===== src/rtl/mem_stage_if.sv =====
// Memory bus between the MEM stage and the data RAM.
// The stage raises mem_req with stable address/data until the RAM answers with mem_ack.
interface mem_stage_if;
    logic        mem_req;
    logic        mem_we;
    logic [31:0] mem_addr;
    logic [31:0] mem_wdata;
    logic        mem_ack;
    logic [31:0] mem_rdata;

    modport master (
        output mem_req, mem_we, mem_addr, mem_wdata,
        input  mem_ack, mem_rdata
    );

    modport slave (
        input  mem_req, mem_we, mem_addr, mem_wdata,
        output mem_ack, mem_rdata
    );
endinterface


===== src/rtl/mem_stage.sv =====
// Pipeline MEM stage.
// ALU ops and misaligned memory ops pass straight through with one cycle of latency.
// Aligned loads and stores are captured, held on the RAM bus until mem_ack, and then retired.
module mem_stage (
    input  logic               clk,
    input  logic               reset,
    input  logic               in_valid,
    input  logic [31:0]        in_pc_data,
    input  logic [31:0]        in_rs2_data,
    input  logic [4:0]         in_rd_address,
    input  logic [31:0]        in_alu_rd_result,
    input  logic               in_alu_rd_result_is_zero,
    input  logic [31:0]        in_alu_pc_result,
    input  logic [1:0]         in_next_pc_src,
    input  logic               in_reg_write_data_src,
    input  logic               in_reg_wren,
    input  logic               in_ram_wren,
    output logic               stall,
    mem_stage_if.master        mem,
    output logic               out_valid,
    output logic [31:0]        out_pc_data,
    output logic [4:0]         out_rd_address,
    output logic               out_reg_wren,
    output logic [31:0]        out_write_data,
    output logic               pc_redirect,
    output logic [31:0]        out_pc_target,
    output logic               misaligned_fault
);

    typedef enum logic {IDLE, BUSY} state_t;

    state_t      state_q, state_d;
    logic        mem_req_q, mem_req_d;
    logic        mem_we_q, mem_we_d;
    logic [31:0] mem_addr_q, mem_addr_d;
    logic [31:0] mem_wdata_q, mem_wdata_d;
    logic        out_valid_q, out_valid_d;
    logic [31:0] out_pc_data_q, out_pc_data_d;
    logic [4:0]  out_rd_address_q, out_rd_address_d;
    logic        out_reg_wren_q, out_reg_wren_d;
    logic [31:0] out_write_data_q, out_write_data_d;
    logic        pc_redirect_q, pc_redirect_d;
    logic [31:0] out_pc_target_q, out_pc_target_d;
    logic        misaligned_fault_q, misaligned_fault_d;

    // Fields of the in-flight memory op, retired when the RAM acknowledges.
    logic [31:0] cap_pc_q, cap_pc_d;
    logic [4:0]  cap_rd_q, cap_rd_d;
    logic        cap_reg_wren_q, cap_reg_wren_d;
    logic        cap_load_q, cap_load_d;
    logic [31:0] cap_alu_q, cap_alu_d;
    logic        cap_is_zero_q, cap_is_zero_d;
    logic [31:0] cap_pc_tgt_q, cap_pc_tgt_d;
    logic [1:0]  cap_pc_src_q, cap_pc_src_d;

    logic mem_op;
    logic aligned;

    // 2'b10 is an unconditional jump, 2'b01 a branch taken on a zero compare.
    function automatic logic branch_taken(input logic [1:0] src, input logic is_zero);
        return (src == 2'b10) || ((src == 2'b01) && is_zero);
    endfunction

    assign mem_op  = in_valid && (in_reg_write_data_src || in_ram_wren);
    assign aligned = (in_alu_rd_result[1:0] == 2'b00);

    // Next-state, stall and output computation for both FSM states.
    always_comb begin
        state_d            = state_q;
        mem_req_d          = mem_req_q;
        mem_we_d           = mem_we_q;
        mem_addr_d         = mem_addr_q;
        mem_wdata_d        = mem_wdata_q;
        out_valid_d        = 1'b0;
        out_pc_data_d      = out_pc_data_q;
        out_rd_address_d   = out_rd_address_q;
        out_reg_wren_d     = 1'b0;
        out_write_data_d   = out_write_data_q;
        pc_redirect_d      = 1'b0;
        out_pc_target_d    = out_pc_target_q;
        misaligned_fault_d = 1'b0;
        cap_pc_d           = cap_pc_q;
        cap_rd_d           = cap_rd_q;
        cap_reg_wren_d     = cap_reg_wren_q;
        cap_load_d         = cap_load_q;
        cap_alu_d          = cap_alu_q;
        cap_is_zero_d      = cap_is_zero_q;
        cap_pc_tgt_d       = cap_pc_tgt_q;
        cap_pc_src_d       = cap_pc_src_q;
        stall              = 1'b0;

        case (state_q)
            IDLE: begin
                mem_req_d = 1'b0;
                if (mem_op && aligned) begin
                    stall          = 1'b1;
                    state_d        = BUSY;
                    mem_req_d      = 1'b1;
                    mem_we_d       = in_ram_wren;
                    mem_addr_d     = in_alu_rd_result;
                    mem_wdata_d    = in_rs2_data;
                    cap_pc_d       = in_pc_data;
                    cap_rd_d       = in_rd_address;
                    cap_reg_wren_d = in_reg_wren;
                    cap_load_d     = in_reg_write_data_src;
                    cap_alu_d      = in_alu_rd_result;
                    cap_is_zero_d  = in_alu_rd_result_is_zero;
                    cap_pc_tgt_d   = in_alu_pc_result;
                    cap_pc_src_d   = in_next_pc_src;
                end else begin
                    // ALU op, misaligned memory op (faulted, never reaches RAM) or bubble.
                    out_valid_d        = in_valid;
                    misaligned_fault_d = mem_op;
                    out_pc_data_d      = in_pc_data;
                    out_rd_address_d   = in_rd_address;
                    out_write_data_d   = in_alu_rd_result;
                    out_pc_target_d    = in_alu_pc_result;
                    out_reg_wren_d     = in_valid && !mem_op && in_reg_wren;
                    pc_redirect_d      = in_valid && !mem_op &&
                                         branch_taken(in_next_pc_src, in_alu_rd_result_is_zero);
                end
            end
            BUSY: begin
                stall = !mem.mem_ack;
                if (mem.mem_ack) begin
                    state_d          = IDLE;
                    mem_req_d        = 1'b0;
                    out_valid_d      = 1'b1;
                    out_pc_data_d    = cap_pc_q;
                    out_rd_address_d = cap_rd_q;
                    out_write_data_d = cap_load_q ? mem.mem_rdata : cap_alu_q;
                    out_pc_target_d  = cap_pc_tgt_q;
                    out_reg_wren_d   = cap_reg_wren_q;
                    pc_redirect_d    = branch_taken(cap_pc_src_q, cap_is_zero_q);
                end
            end
            default: state_d = IDLE;
        endcase
    end

    // State register; reset clears everything and abandons any pending access.
    always_ff @(posedge clk) begin
        if (reset) begin
            state_q            <= IDLE;
            mem_req_q          <= 1'b0;
            mem_we_q           <= 1'b0;
            mem_addr_q         <= '0;
            mem_wdata_q        <= '0;
            out_valid_q        <= 1'b0;
            out_pc_data_q      <= '0;
            out_rd_address_q   <= '0;
            out_reg_wren_q     <= 1'b0;
            out_write_data_q   <= '0;
            pc_redirect_q      <= 1'b0;
            out_pc_target_q    <= '0;
            misaligned_fault_q <= 1'b0;
            cap_pc_q           <= '0;
            cap_rd_q           <= '0;
            cap_reg_wren_q     <= 1'b0;
            cap_load_q         <= 1'b0;
            cap_alu_q          <= '0;
            cap_is_zero_q      <= 1'b0;
            cap_pc_tgt_q       <= '0;
            cap_pc_src_q       <= '0;
        end else begin
            state_q            <= state_d;
            mem_req_q          <= mem_req_d;
            mem_we_q           <= mem_we_d;
            mem_addr_q         <= mem_addr_d;
            mem_wdata_q        <= mem_wdata_d;
            out_valid_q        <= out_valid_d;
            out_pc_data_q      <= out_pc_data_d;
            out_rd_address_q   <= out_rd_address_d;
            out_reg_wren_q     <= out_reg_wren_d;
            out_write_data_q   <= out_write_data_d;
            pc_redirect_q      <= pc_redirect_d;
            out_pc_target_q    <= out_pc_target_d;
            misaligned_fault_q <= misaligned_fault_d;
            cap_pc_q           <= cap_pc_d;
            cap_rd_q           <= cap_rd_d;
            cap_reg_wren_q     <= cap_reg_wren_d;
            cap_load_q         <= cap_load_d;
            cap_alu_q          <= cap_alu_d;
            cap_is_zero_q      <= cap_is_zero_d;
            cap_pc_tgt_q       <= cap_pc_tgt_d;
            cap_pc_src_q       <= cap_pc_src_d;
        end
    end

    assign mem.mem_req       = mem_req_q;
    assign mem.mem_we        = mem_we_q;
    assign mem.mem_addr      = mem_addr_q;
    assign mem.mem_wdata     = mem_wdata_q;
    assign out_valid         = out_valid_q;
    assign out_pc_data       = out_pc_data_q;
    assign out_rd_address    = out_rd_address_q;
    assign out_reg_wren      = out_reg_wren_q;
    assign out_write_data    = out_write_data_q;
    assign pc_redirect       = pc_redirect_q;
    assign out_pc_target     = out_pc_target_q;
    assign misaligned_fault  = misaligned_fault_q;

endmodule


===== src/flat_wrapper.sv =====
// flat-port wrapper written by rule: the top's interface ports become plain ports
module mem_stage_flat 
  (clk, reset, in_valid, in_pc_data, in_rs2_data, in_rd_address, in_alu_rd_result, in_alu_rd_result_is_zero, in_alu_pc_result, in_next_pc_src, in_reg_write_data_src, in_reg_wren, in_ram_wren, stall, out_valid, out_pc_data, out_rd_address, out_reg_wren, out_write_data, pc_redirect, out_pc_target, misaligned_fault, mem_mem_req, mem_mem_we, mem_mem_addr, mem_mem_wdata, mem_mem_ack, mem_mem_rdata);
  mem_stage_if mem_i ();
  input  logic clk;
  input  logic reset;
  input  logic in_valid;
  input  logic [31:0] in_pc_data;
  input  logic [31:0] in_rs2_data;
  input  logic [4:0] in_rd_address;
  input  logic [31:0] in_alu_rd_result;
  input  logic in_alu_rd_result_is_zero;
  input  logic [31:0] in_alu_pc_result;
  input  logic [1:0] in_next_pc_src;
  input  logic in_reg_write_data_src;
  input  logic in_reg_wren;
  input  logic in_ram_wren;
  output logic stall;
  output logic out_valid;
  output logic [31:0] out_pc_data;
  output logic [4:0] out_rd_address;
  output logic out_reg_wren;
  output logic [31:0] out_write_data;
  output logic pc_redirect;
  output logic [31:0] out_pc_target;
  output logic misaligned_fault;
  output wire logic [$bits(mem_i.mem_req)-1:0] mem_mem_req;
  output wire logic [$bits(mem_i.mem_we)-1:0] mem_mem_we;
  output wire logic [$bits(mem_i.mem_addr)-1:0] mem_mem_addr;
  output wire logic [$bits(mem_i.mem_wdata)-1:0] mem_mem_wdata;
  input wire logic [$bits(mem_i.mem_ack)-1:0] mem_mem_ack;
  input wire logic [$bits(mem_i.mem_rdata)-1:0] mem_mem_rdata;
  assign mem_mem_req = mem_i.mem_req;
  assign mem_mem_we = mem_i.mem_we;
  assign mem_mem_addr = mem_i.mem_addr;
  assign mem_mem_wdata = mem_i.mem_wdata;
  assign mem_i.mem_ack = mem_mem_ack;
  assign mem_i.mem_rdata = mem_mem_rdata;
  mem_stage u_core (.clk(clk), .reset(reset), .in_valid(in_valid), .in_pc_data(in_pc_data), .in_rs2_data(in_rs2_data), .in_rd_address(in_rd_address), .in_alu_rd_result(in_alu_rd_result), .in_alu_rd_result_is_zero(in_alu_rd_result_is_zero), .in_alu_pc_result(in_alu_pc_result), .in_next_pc_src(in_next_pc_src), .in_reg_write_data_src(in_reg_write_data_src), .in_reg_wren(in_reg_wren), .in_ram_wren(in_ram_wren), .stall(stall), .mem(mem_i), .out_valid(out_valid), .out_pc_data(out_pc_data), .out_rd_address(out_rd_address), .out_reg_wren(out_reg_wren), .out_write_data(out_write_data), .pc_redirect(pc_redirect), .out_pc_target(out_pc_target), .misaligned_fault(misaligned_fault));
endmodule

===== config.mk =====
export PLATFORM = sky130hd
export DESIGN_NAME = mem_stage_flat
export DESIGN_NICKNAME = d
export VERILOG_FILES = /design/src/rtl/mem_stage_if.sv /design/src/rtl/mem_stage.sv /design/src/flat_wrapper.sv
export SDC_FILE = /design/constraint.sdc
export NUM_CORES = 1
export LEC_CHECK = 0
export BUFFER_PORTS_ARGS = -buffer_cell sky130_fd_sc_hd__buf_2
export CORE_UTILIZATION = 50
export CTS_BUF_LIST = sky130_fd_sc_hd__clkbuf_4
export CTS_CLUSTER_DIAMETER = 60
export DETAILED_ROUTE_END_ITERATION = 6
export GPL_TIMING_DRIVEN = 1
export PLACE_DENSITY = 0.76
export SKIP_LAST_GASP = 1
export SYNTH_ARGS = -nofsm -noshare
export SYNTH_HDL_FRONTEND = slang
export SYNTH_SLANG_ARGS = --single-unit

===== constraint.sdc =====
create_clock -name clk -period 2.1 [get_ports clk]
set_input_delay 0.315 -clock clk [delete_from_list [all_inputs] [get_ports clk]]
set_output_delay 0.315 -clock clk [all_outputs]
set_load 0.03 [all_outputs]

==> out/results.txt <==
Clock tree buffer depth - 3
Worst path arrival time - 1.71 ns
Hold crit path type - primary input to register
Number of max-cap violations - 0
Required time reported for the critical path endpoint - 1.78 ns
First-pass iteration count of the detailed router - 6
Post-Place Setup Slack - 0.216 ns
Number of port buffers - 346
DRC violation count after routing - 0
RSZ-0062 raised after global routing - yes
F_max - 493 MHz
Yosys warning total - 0
Static leakage power - 0.00617 µW
FP Rows - 54
Post-synthesis average cell area - 8.80 µm²
Beginning of the worst register-to-register path - u_core.state_q
Die width - 153 µm
Global-route wire length before repair - 64.7 mm
Number of global-route vias before repair - 12217
Worst-skew pair later-pin latency - 0.64 ns
Summed negative setup slack over all endpoints - 0 ns
Most area-consuming cells after synthesis - sky130_fd_sc_hd__dfxtp_1, sky130_fd_sc_hd__o31ai_1, sky130_fd_sc_hd__nand4_1
Worst Setup Path Type - primary input to output port
Relative slew slack - 23.2%
Worst-path maximum fanout - 3
Count of distinct cell types in the synthesized netlist - 29
Maximum level of the CTS H-tree - 3
Tot Pwr - 11300 µW
Setup-failing EPs final - 0
Syn Inst Count - 1299
Die Span Y - 153 µm
CTS tree - built
Final ANT Viol Nets - 0
Area of the multi-input gates - 5500 µm²
Result of the run - complete, no violations
Syn-to-layout area delta - 35.1%
Flops & latches, synth - 246
Half-perimeter wire length after detailed placement - 21.8 mm
Area occupied by registers - 4930 µm²
CTS sink cnt - 246
Post-Place Cell Area - 13200 µm²
Vias - 12714
Crit share post-route - 96.6%
Transition time at the pin with the least slew margin - 1.15 ns
Post-detailed-routing wire length - 41.3 mm
Startpoint of the most critical hold path - in_alu_rd_result[0]
Post-layout min period - 2.03 ns
Die Area - 23500 µm²
Fillcell total - 1691
Final Hold Viols - 0
Highest routing layer actually used - met5
Worst Setup End Kind - output port
RD Place Congestion - 0.845
Total I/O pin count - 347
Clock tree root driver cell - sky130_fd_sc_hd__clkbuf_4
Cell Pwr Density - 734 nW/µm²
Clock transition at path regs - 0.06 ns
Register area share after synthesis - 43.1%
Fraction of final layout cells sized beyond drive strength 1 - 27.9%
Iteration-0 DRC count of the detailed router - 864
Routed length on met2 - 19.7 mm
Peak supply drop - 0.000493 V
Via-per-instance ratio - 6.26
Max-slew violation count - 0
Overflow left after global routing - 0
Number of nets produced by synthesis - 1474
Top cell type's share of synthesized area - 43.1%
Post-layout instance area - 15400 µm²
Start point of the critical path - in_ram_wren
GRT Total Usage - 33.8%
Final Net Count - 1886
Post-route core utilization - 69.9%
Cell area after synthesis - 11400 µm²
Starting utilization of the core area - 51.7%
Clock buffer count from CTS - 69
Setup skew after layout - 0.0371 ns
Met3 WL - 4.07 mm
Detailed-route wire length per cell - 20.3 µm
Pin count of the biggest net entering global routing - 142
Initial antenna violation count - 3
Post-route worst setup slack - 0.0722 ns
Largest area contributor in the netlist - sky130_fd_sc_hd__dfxtp_1
Startpoint kind of the worst setup timing path - primary input
Metal-1 WL - 15.8 mm
Core region area - 22100 µm²
==> layer usage <==
layer | vias up | GRT usage, %
li1 | 5748 | -
met1 | 6071 | 40.3
met2 | 770 | 55.0
met3 | 123 | 9.64
met4 | 2 | 18.0
met5 | - | 0
==> registers in the layout, summed over array words and instances, names as in the netlist <==
name	count
u_core.out_reg_wren	1
u_core.cap_pc_src_q	2
u_core.out_rd_address	5
u_core.mem.mem_addr	32
u_core.misaligned_fault	1
u_core.out_valid	1
u_core.out_pc_data	32
u_core.cap_is_zero_q	1
u_core.cap_reg_wren_q	1
u_core.cap_load_q	1
u_core.out_write_data	32
u_core.cap_pc_tgt_q	32
u_core.pc_redirect	1
u_core.cap_pc_q	32
u_core.cap_rd_q	5
u_core.out_pc_target	32
u_core.state_q	1
u_core.mem.mem_req	1
u_core.mem.mem_wdata	32
u_core.mem.mem_we	1
==> path summary, 6_finish.rpt <==
kind	to	slack [ns]	cells after the start
max	stall	0.07	6
min	u_core.cap_pc_q[29]	0.09	4
max reg2reg	u_core.mem.mem_wdata[18]	0.11	4
min reg2reg	u_core.out_pc_data[16]	0.46	2
==> kinds of logic after synthesis <==
kind of cell / share of synthesized area, %
mux: 5.78
simple gates: 15.7
flops: 43.1
buf+inv: 9.09
compound gates: 26.3
==> cell usage in the layout, fill, tap and decap left out, drive strengths merged <==
master       netlist  final
nor2              35     35
diode              0      2
nand3b            70     70
or2                2      2
bufbuf             0      1
a21oi            141    141
buf               56    378
nand4            135    135
nor2b              1      1
inv               69     73
dlygate4sd3        0    138
nand3              5      5
nand2              3      3
clkbuf           121     94
a221oi            69     69
nor3               2      2
mux2i             66     66
a22o               1      1
a211o             32     32
a2111oi            1      1
bufinv             0      1
nand2b            34     34
dfxtp            246    246
o21ai             70     70
nor3b              2      2
o31ai            138    138
clkinv             0     11
==> through the flow <==
step	instances	hold WS (ns)
2_1_floorplan	1299	0.433
3_3_place_gp	1779	0.448
3_5_place_dp	1779	0.455
4_1_cts	2029	0.0279
5_1_grt	2031	0.0449
6_report	2031	0.0935
==> power breakdown <==
part / switching (µW) / leakage, µW / internal (µW)
logic: 1360 / 0.00367 / 788
clock network: 1980 / 0.000476 / 2150
registers: 141 / 0.00202 / 4910
total: 3480 / 0.00617 / 7850
==> cell type report <==
class / instances / share of cell area (%)
repair buffers: 518 / 23.4
clock inverters: 16 / 0.559
diodes: 2 / 0.0324
clock buffers: 93 / 4.52
well taps: 280 / 2.27
multi-input cells: 807 / 35.6
flip-flops and latches: 246 / 31.9
inverters: 69 / 1.68
==> Yosys cell counts, drive strengths merged <==
cell type,n
a2111oi,1
nand2b,34
mux2i,66
dfxtp,246
nor2b,1
nand3b,70
nand4,135
nand2,3
a21oi,141
or2,2
nor2,35
buf,56
nand3,5
clkbuf,121
o21ai,70
a221oi,69
nor3b,2
inv,69
nor3,2
a22o,1
o31ai,138
a211o,32
==> repair_timing <==
| item | 4_1_cts | 5_1_grt |
|---|---|---|
| gates cloned | 1 | 0 |
| buffers inserted | 2 | 0 |
| pin swaps | 1 | 0 |
| gates resized for setup | 1 | 0 |
| hold buffers | 138 | 0 |
| hold endpoints to repair | 149 | 0 |
| setup endpoints to repair | 1 | 1 |
==> critical path, cell delays in order <==
cell and delay [ns]:
sky130_fd_sc_hd__dlygate4sd3_1 0.56, sky130_fd_sc_hd__buf_2 0.17, sky130_fd_sc_hd__nor2_4 0.06, sky130_fd_sc_hd__o31ai_4 0.29, sky130_fd_sc_hd__buf_12 0.16, sky130_fd_sc_hd__buf_4 0.15
No activity file was read; power rests on OpenSTA's default activity.
